## config.mk

```make
export PLATFORM = sky130hd
export DESIGN_NAME = pcode_correlator
export DESIGN_NICKNAME = d
export VERILOG_FILES = /design/src/rtl/pcode_correlator_pkg.sv /design/src/rtl/pcode_corr_tap.sv /design/src/rtl/pcode_correlator.sv
export SDC_FILE = /design/constraint.sdc
export NUM_CORES = 1
export LEC_CHECK = 0
export CAP_MARGIN = 15
export CORE_AREA = 5 5 160 131
export DETAILED_ROUTE_END_ITERATION = 8
export DIE_AREA = 0 0 165 136
export DONT_BUFFER_PORTS = 1
export HOLD_SLACK_MARGIN = 0.1
export PLACE_DENSITY = 0.57
export SLEW_MARGIN = 20
export SYNTH_ARGS = -nofsm -noshare
export SYNTH_HDL_FRONTEND = slang
export SYNTH_SLANG_ARGS = --single-unit
```

## constraint.sdc

```tcl
create_clock -name clk -period 6.1 [get_ports clk]
set_input_delay 0 -clock clk [delete_from_list [all_inputs] [get_ports clk]]
set_output_delay 0 -clock clk [all_outputs]
set_load 0.02 [all_outputs]
```

## src/rtl/pcode_correlator_pkg.sv

```systemverilog
// rtl/pcode_correlator_pkg.sv - shared lock-state type and chip product helper
package pcode_correlator_pkg;

    typedef enum logic [1:0] {
        ST_SEARCH = 2'd0,
        ST_VERIFY = 2'd1,
        ST_LOCKED = 2'd2
    } lock_state_t;

    // Hard chips use 0=+1, 1=-1, so equal chips multiply to +1.
    function automatic logic [1:0] chip_prod(input logic chip, input logic tap);
        return (chip == tap) ? 2'b01 : 2'b11;
    endfunction

endpackage

```

## src/rtl/pcode_corr_tap.sv

```systemverilog
// rtl/pcode_corr_tap.sv - single-tap integrate-and-dump accumulator
module pcode_corr_tap
    import pcode_correlator_pkg::*;
#(
    parameter int ACC_WIDTH = 16
) (
    input  logic                 clk,
    input  logic                 rst,
    input  logic                 en,
    input  logic                 dump,
    input  logic                 chip,
    input  logic                 tap,
    output logic [ACC_WIDTH-1:0] sum,
    output logic [ACC_WIDTH-1:0] corr
);

    logic [ACC_WIDTH-1:0] acc;
    logic [1:0]           prod;

    // sum includes the current chip so the dump captures the final product.
    always_comb begin
        prod = chip_prod(chip, tap);
        sum  = acc + {{(ACC_WIDTH-2){prod[1]}}, prod};
    end

    always_ff @(posedge clk) begin
        if (rst) begin
            acc  <= '0;
            corr <= '0;
        end else if (en) begin
            if (dump) begin
                corr <= sum;
                acc  <= '0;
            end else begin
                acc <= sum;
            end
        end
    end

endmodule

```

## src/rtl/pcode_correlator.sv

```systemverilog
// rtl/pcode_correlator.sv - early/prompt/late P-code correlator with lock FSM
module pcode_correlator
    import pcode_correlator_pkg::*;
#(
    parameter int INT_LEN    = 1024,
    parameter int ACC_WIDTH  = 16,
    parameter int VERIFY_CNT = 4,
    parameter int MISS_CNT   = 8
) (
    input  logic                 clk,
    input  logic                 reset,
    input  logic                 prn_changed,
    input  logic                 en,
    input  logic                 chip_in,
    input  logic                 code_in,
    input  logic [ACC_WIDTH-1:0] thresh,
    output logic [ACC_WIDTH-1:0] corr_e,
    output logic [ACC_WIDTH-1:0] corr_p,
    output logic [ACC_WIDTH-1:0] corr_l,
    output logic                 corr_valid,
    output logic                 code_slip,
    output logic                 locked,
    output logic [1:0]           lock_state
);

    localparam int CW    = (INT_LEN > 1) ? $clog2(INT_LEN) : 1;
    localparam int CNT_MAX = (VERIFY_CNT > MISS_CNT) ? VERIFY_CNT : MISS_CNT;
    localparam int CNT_W = $clog2(CNT_MAX + 1);

    logic                 rst;
    logic [CW-1:0]        chip_cnt;
    logic [1:0]           code_dl;
    logic                 dump;
    logic [ACC_WIDTH-1:0] sum_e, sum_p, sum_l;
    logic [ACC_WIDTH-1:0] mag_p;
    logic                 hit;

    lock_state_t          state, state_nxt;
    logic [CNT_W-1:0]     hit_cnt, hit_cnt_nxt;
    logic [CNT_W-1:0]     miss_cnt, miss_cnt_nxt;
    logic                 slip_nxt;

    assign rst  = reset | prn_changed;
    assign dump = en && (chip_cnt == CW'(INT_LEN - 1));

    always_ff @(posedge clk) begin
        if (rst) begin
            chip_cnt <= '0;
            code_dl  <= '0;
        end else if (en) begin
            chip_cnt <= dump ? '0 : chip_cnt + CW'(1);
            code_dl  <= {code_dl[0], code_in};
        end
    end

    pcode_corr_tap #(.ACC_WIDTH(ACC_WIDTH)) u_tap_e (
        .clk(clk), .rst(rst), .en(en), .dump(dump),
        .chip(chip_in), .tap(code_in), .sum(sum_e), .corr(corr_e)
    );

    pcode_corr_tap #(.ACC_WIDTH(ACC_WIDTH)) u_tap_p (
        .clk(clk), .rst(rst), .en(en), .dump(dump),
        .chip(chip_in), .tap(code_dl[0]), .sum(sum_p), .corr(corr_p)
    );

    pcode_corr_tap #(.ACC_WIDTH(ACC_WIDTH)) u_tap_l (
        .clk(clk), .rst(rst), .en(en), .dump(dump),
        .chip(chip_in), .tap(code_dl[1]), .sum(sum_l), .corr(corr_l)
    );

    // Inverted data still indicates alignment, so the hit test uses magnitude.
    always_comb begin
        mag_p = sum_p[ACC_WIDTH-1] ? (~sum_p + ACC_WIDTH'(1)) : sum_p;
        hit   = (mag_p >= thresh);
    end

    always_ff @(posedge clk) begin
        if (rst) begin
            state      <= ST_SEARCH;
            hit_cnt    <= '0;
            miss_cnt   <= '0;
            code_slip  <= 1'b0;
            corr_valid <= 1'b0;
        end else begin
            state      <= state_nxt;
            hit_cnt    <= hit_cnt_nxt;
            miss_cnt   <= miss_cnt_nxt;
            code_slip  <= slip_nxt;
            corr_valid <= dump;
        end
    end

    always_comb begin
        state_nxt    = state;
        hit_cnt_nxt  = hit_cnt;
        miss_cnt_nxt = miss_cnt;
        slip_nxt     = 1'b0;
        if (dump) begin
            case (state)
                ST_SEARCH: begin
                    if (hit) begin
                        if (VERIFY_CNT <= 1) begin
                            state_nxt    = ST_LOCKED;
                            miss_cnt_nxt = '0;
                        end else begin
                            state_nxt   = ST_VERIFY;
                            hit_cnt_nxt = CNT_W'(1);
                        end
                    end else begin
                        slip_nxt = 1'b1;
                    end
                end
                ST_VERIFY: begin
                    if (hit) begin
                        hit_cnt_nxt = hit_cnt + CNT_W'(1);
                        if (hit_cnt + CNT_W'(1) == CNT_W'(VERIFY_CNT)) begin
                            state_nxt    = ST_LOCKED;
                            miss_cnt_nxt = '0;
                        end
                    end else begin
                        state_nxt   = ST_SEARCH;
                        hit_cnt_nxt = '0;
                    end
                end
                ST_LOCKED: begin
                    if (hit) begin
                        miss_cnt_nxt = '0;
                    end else if (miss_cnt + CNT_W'(1) == CNT_W'(MISS_CNT)) begin
                        state_nxt    = ST_SEARCH;
                        miss_cnt_nxt = '0;
                        hit_cnt_nxt  = '0;
                    end else begin
                        miss_cnt_nxt = miss_cnt + CNT_W'(1);
                    end
                end
                default: begin
                    state_nxt    = ST_SEARCH;
                    hit_cnt_nxt  = '0;
                    miss_cnt_nxt = '0;
                end
            endcase
        end
    end

    always_comb begin
        locked     = (state == ST_LOCKED);
        lock_state = state;
    end

endmodule

```

; ---- Yosys cells after proc, flatten, opt, wreduce, memory -nomap -nowiden
; Cells that the tools add are included.
[totals]
word_cells = 71
inputBits = 22
regBits = 120
[op_classes]
add_sub_neg = 7
mux = 25
n_reduce_logical = 7
n_eq_ne = 14
n_bitwise = 4
magnitude_cmp = 1
[op_table]
columns = operator, n
row1 = $mux W16, 4
row2 = $add A16 B16 Y16, 3
row3 = $mux W4, 8
row4 = $pmux W4 S3, 2
row5 = $add A16 B1 Y16 const B, 1
row6 = $ge A16 B16 Y1, 1
row7 = $mux W2, 8
row8 = $not A16 Y16, 1
row9 = $add A10 B1 Y10 const B, 1
row10 = $eq A10 B10 Y1 const B, 1
row11 = $mux W10, 1
row12 = $add A4 B1 Y4 const B, 2
row13 = $ne A2 B2 Y1 const B, 4
row14 = $reduce_and A4 Y1, 2
row15 = $pmux W2 S3, 1
row16 = $reduce_and A5 Y1, 1
row17 = $eq A4 B3 Y1 const B, 1
row18 = $eq A4 B4 Y1 const B, 1
row19 = $eq A1 B1 Y1, 3
row20 = $ne A3 B3 Y1 const B, 1
row21 = $reduce_or A3 Y1, 1
row22 = $eq A2 B1 Y1 const B, 1
row23 = $eq A2 B2 Y1 const B, 1
row24 = $logic_not A2 Y1, 1
row25 = other kinds (6), 7

; ---- Longest topological paths before layout
[depth]
depth_word = 9
mapped_depth = 21
ltp_nobuf = 20

; ---- Modules after synthesis
; Synthesis repeated with hierarchy kept, for this count alone.
[hier_totals]
hier_cells = 993
area_unflattened_um2 = 8070.2
[modules_own_cells]
columns = mod, cells_per_inst, seq_area_each_um2, n_inst, area_each_um2
row1 = pcode_corr_tap (u_tap_p), 250, 640.6, 1, 2108.3
row2 = pcode_corr_tap (u_tap_e), 258, 640.6, 1, 2062.0
row3 = pcode_correlator, 252, 480.5, 1, 1954.4
row4 = pcode_corr_tap (u_tap_l), 233, 640.6, 1, 1945.6

; ---- Worst setup path before layout
; No wires, ideal clock.
[synth_path]
path_kind = register to register
startpoint = register code_dl[0]
endpoint = register hit_cnt[0]
setup_slack_ns = 0.405
path_buffers = 1
period_less_slack_ns = 5.695
setup_ns = 0.072
stages_incl_launch_ff = 21
arrival_ns = 5.623
path_cell_list = dfxtp_1 -> xor2_1 -> ha_1 -> clkbuf_1 -> and4_1 -> and3_1 -> and3_1 -> o31a_1 -> o22a_1 -> xnor2_1 -> nand2_1 -> xnor2_1 -> ha_1 -> a21o_1 -> a21o_1 -> a2111oi_0 -> o211ai_1 -> nand2_1 -> a21oi_1 -> o31ai_1 -> mux2i_1
[synth_via]
elab_chain_cells = 9
[synth_rtl]
columns = element, line
row1 = "start, declared", pcode_correlator.sv:32  ; logic [1:0] code_dl;
row2 = "start signal, assigned", pcode_correlator.sv:52  ; code_dl <= {code_dl[0], code_in};
row3 = $eq A1 B1 Y1 (*), pcode_correlator_pkg.sv:12  ; return (chip == tap) ? 2'b01 : 2'b11;
row4 = $mux W2 (*), pcode_correlator_pkg.sv:12
row5 = $add A16 B16 Y16 (*), pcode_corr_tap.sv:23  ; sum = acc + {{(ACC_WIDTH-2){prod[1]}}, prod};
row6 = $not A16 Y16, pcode_correlator.sv:73  ; mag_p = sum_p[ACC_WIDTH-1] ? (~sum_p + ACC_WIDTH'(1)) : sum_p;
row7 = $add A16 B1 Y16, pcode_correlator.sv:73
row8 = $mux W16 (*), pcode_correlator.sv:73
row9 = $ge A16 B16 Y1 (*), pcode_correlator.sv:74  ; hit = (mag_p >= thresh);
row10 = $mux W4 / $ne A2 B2 Y1 (equally long branches), -
row11 = $pmux W4 S3 / $reduce_and A4 Y1 (equally long branches), -
row12 = "end signal, assigned", pcode_correlator.sv:86  ; hit_cnt <= hit_cnt_nxt;
row13 = "end, declared", pcode_correlator.sv:39  ; logic [CNT_W-1:0] hit_cnt, hit_cnt_nxt;
; Mark *: on every way between the ends. The rest lies on a longest branch, timed or not.
; A chain may end at the register's enable or synchronous reset.

; ---- Worst setup path in the final report
[layout_path]
startpoint = register code_dl[0]
endpoint = register hit_cnt[1]
; Same word-level chain as after synthesis.

==> reports/metrics.yaml <==
floorplanning:
  die_w_um: 165
  initial_core_util_pct: 38.9
  dieArea_um2: 22400
  dieHeight_um: 136
  io_pins: 75
  rows: 46
  coreArea_um2: 19300
yosys:
  syn_avg_cell_area_um2: 8.07
  synth_top_family_by_area: "compound AO/OA/AOI/OAI gates"
  synth.area.top_cells: "dfxtp_1 (32%), ha_1 (11%), a21oi_1 (5.9%), nand2_1 (5.6%), nor2_1 (4.5%)"
  synthAdderAreaFrac_pct: 11.6
  synth_top_area_share_pct: 31.9
  syn_nets: 1023
  synth-seq-cells: 120
  syn_inst: 933
  seq_area_frac_synth_pct: 31.9
  synthMuxAreaShare_pct: 1.21
  synth_xor_area_share_pct: 6.81
  synth_compound_area_share_pct: 23.1
  yosysTopAreaCell: "dfxtp_1"
  yosys_warnings: 0
  ys_types: 78
  async_reset_ff_share_pct: 0
  synth_area_um2: 7530
  synth_edf_count: 0
  yosys.area_share.simple_pct: 20.9
  ys.flop_type: "dfxtp_1"
global_routing:
  grt_max_degree: 91
  grt_overflow: 0
  grt_antenna_before_repair: 0
  grt_pass1_wl_um: 32400
  grt_usage_pct: 18.0
  grt_pass1_vias: 6155
placed_design:
  port_buffers: 0
  globalplace.congestion: 0.897
  dpl-instance-area_um2: 7800
  dp_hpwl_um: 13400
finish:
  multi_input_area_um2: 4800
  final.fill_count: 1964
  nets: 1019
  ff_latch_area_um2: 2400
  diodes: 0
  syn_to_final_growth_pct: 12.4
  final_area_um2: 8460
  drive_gt1_share_pct: 7.11
drt:
  ant_nets: 0
  dr.first_iter.drc_count: 557
  vias_per_cell: 5.44
  wl_per_cell_um: 16.4
  drt_pass1_iterations: 5
  wirelength_um: 19800
  via_count: 6559
  drc: 0
timing:
  setup_viol_count_final: 0
  fmax_mhz: 181
  finClkSkew_ps: 6.98
  rsz0062_at_grt: "false"
  tightest_slew_ps: 987
  finalCritPeriodShare_pct: 90.6
  finalHoldViolCount: 0
  relSlewSlack_pct: 34.2
  finalSetupTns_ps: 0
  period_needed_ps: 5530
  maxSlewViolCount: 0
power:
  ir_drop_mv: 0.143
  cellLeakagePower_uw: 0.00346
  powerDensity_nw_per_um2: 283
setup_path:
  path_cells: "xor2_1 > buf_4 > ha_1 > a211oi_4 > o21ai_0 > a311oi_1 > nor2_2 > or3b_1 > or3_4 > nand2_1 > xnor2_1 > ha_1 > a21o_1 > a2111oi_0 > o211ai_1 > nand2_1 > a21oi_1 > o31ai_1 > mux2i_1"
  path_delay_family: "compound AO/OA/AOI/OAI gates"
  cp-start-kind: "flop"
  critical_path_class: "flop to flop"
  max_stage_delay_ps: 600
  path_buf_inv: 1
  cp_max_fo: 17
  endpoint_kind: "flop"
  cp.required_ps: 6450
  cpMaxStageDelayCell: "o31ai_1"
  arrival_ps: 5870
cts:
  cts_tree: "done"
  cts_buffers: 17
  worstSkewPairLatency_ps: 420
  cts_setup_buffers: 0
  h-tree-depth: 4
  ctsResizeCount: 0
  path_clk_slew_ps: 60
  cts.sinks: 120
  cts_buffer_depth: 2
  cts-root-buf: "clkbuf_16"
  hold_buffers: 6
run:
  maxCapViolations: 0
outcome:
  status: "complete, no violations"
worst_hold_path:
  min_path_type: "input port to flop"
[placed cells by master, fill, tap and decap left out, types with 8 or more instances in the layout]
master and count:
dfxtp_1 120, nand2_1 112, nor2_1 91, a21oi_1 89, ha_1 65, nand3_1 41
inv_1 39, xnor2_1 34, o21ai_0 28, a22oi_1 23, xor2_1 22, nor3_1 21
a21o_1 18, clkbuf_16 17, buf_4 15, a211oi_1 13, nand4_1 12, and3_1 10
o211ai_1 10, nand2b_1 9, o21bai_1 8, mux2i_1 8
[routing by layer]
metal | vias to the layer above | share of wire [%] | GRT usage, %
li1 | 3367 | - | -
met1 | 3022 | 51 | 26.3
met2 | 152 | 42 | 26.2
met3 | 18 | 6.7 | 5.06
met4 | 0 | 1.1 | 4.43
met5 | - | 0 | 0
[worst paths after layout]
| path | slack [ps] | to | startpoint | depth (start not counted) |
|---|---|---|---|---|
| setup / recovery | 570 | hit_cnt[1] | code_dl[0] | 19 |
| hold / removal | 120 | u_tap_l.acc[15] | chip_in | 4 |
| setup reg to reg | 570 | hit_cnt[1] | code_dl[0] | 19 |
| hold reg to reg | 470 | u_tap_e.acc[4] | u_tap_e.acc[4] | 2 |
[through the flow]
step	hold WS [ps]	std cells	util, %	worst slack (ps)	total power [µW]
2_1_floorplan	147	933	-	405	1220
3_3_place_gp	161	1168	40.3	699	1340
3_5_place_dp	159	1168	40.3	602	1340
4_1_cts	102	1206	43.8	545	2420
5_1_grt	129	1206	43.8	36.1	2530
6_report	118	1206	43.8	575	2400
[synthesized netlist by cell type, types with 4 or more instances]
library cell,instances
nor3_1,21
o31ai_1,5
a31o_2,5
o21bai_1,8
xnor2_1,34
a22o_1,5
and2_1,5
nand2b_1,9
a211o_1,4
nand2_1,112
o21ai_0,28
inv_1,39
a221oi_1,5
xor2_1,22
nand3_1,42
a21oi_1,89
o21a_1,6
ha_1,65
dfxtp_1,120
or3_1,4
or4_1,5
a2111oi_0,4
nand4_1,12
nor2b_1,4
buf_1,8
a22oi_1,23
o211ai_1,10
a211oi_1,13
a21o_1,18
o2111ai_1,5
and3_1,11
mux2i_1,8
nor2_1,91
clkbuf_1,32
[area by class of cell]
type,count,area share [%]
clock inverter,12,2.07
sequential,120,28.4
multi-input combinational,729,56.7
clock buffer,20,5.16
inverter,40,1.77
timing repair buffer,21,1.98
tap,264,3.90
[kinds of logic after synthesis]
group | after synthesis
AND/OR/NAND/NOR | 338
AO/OA/AOI/OAI | 257
flip-flops | 120
buffers and inverters | 84
adder cells (fa/ha/maj) | 68
XOR/XNOR | 57
multiplexers | 9
[worst min-delay path, cell delays in order]
cell     delay (ps)
xnor2_1          90
xnor2_1         190
mux2_2          150
a21oi_1          50
[power breakdown]
group | total, µW | switching [µW] | internal [µW] | leakage (µW)
clock | 1060 | 378 | 682 | 0.000290
sequential | 813 | 12.2 | 801 | 0.000971
combinational | 522 | 309 | 213 | 0.00220
total | 2400 | 700 | 1700 | 0.00346
[sequential cells by signal, indices dropped and copies added (netlist names), 4 cells and up]
name,count
chip_cnt,10
u_tap_e.corr,16
miss_cnt,4
hit_cnt,4
u_tap_p.acc,16
u_tap_l.acc,16
u_tap_l.corr,16
u_tap_e.acc,16
u_tap_p.corr,16
Note: power is estimated with default switching activity, not from simulation.
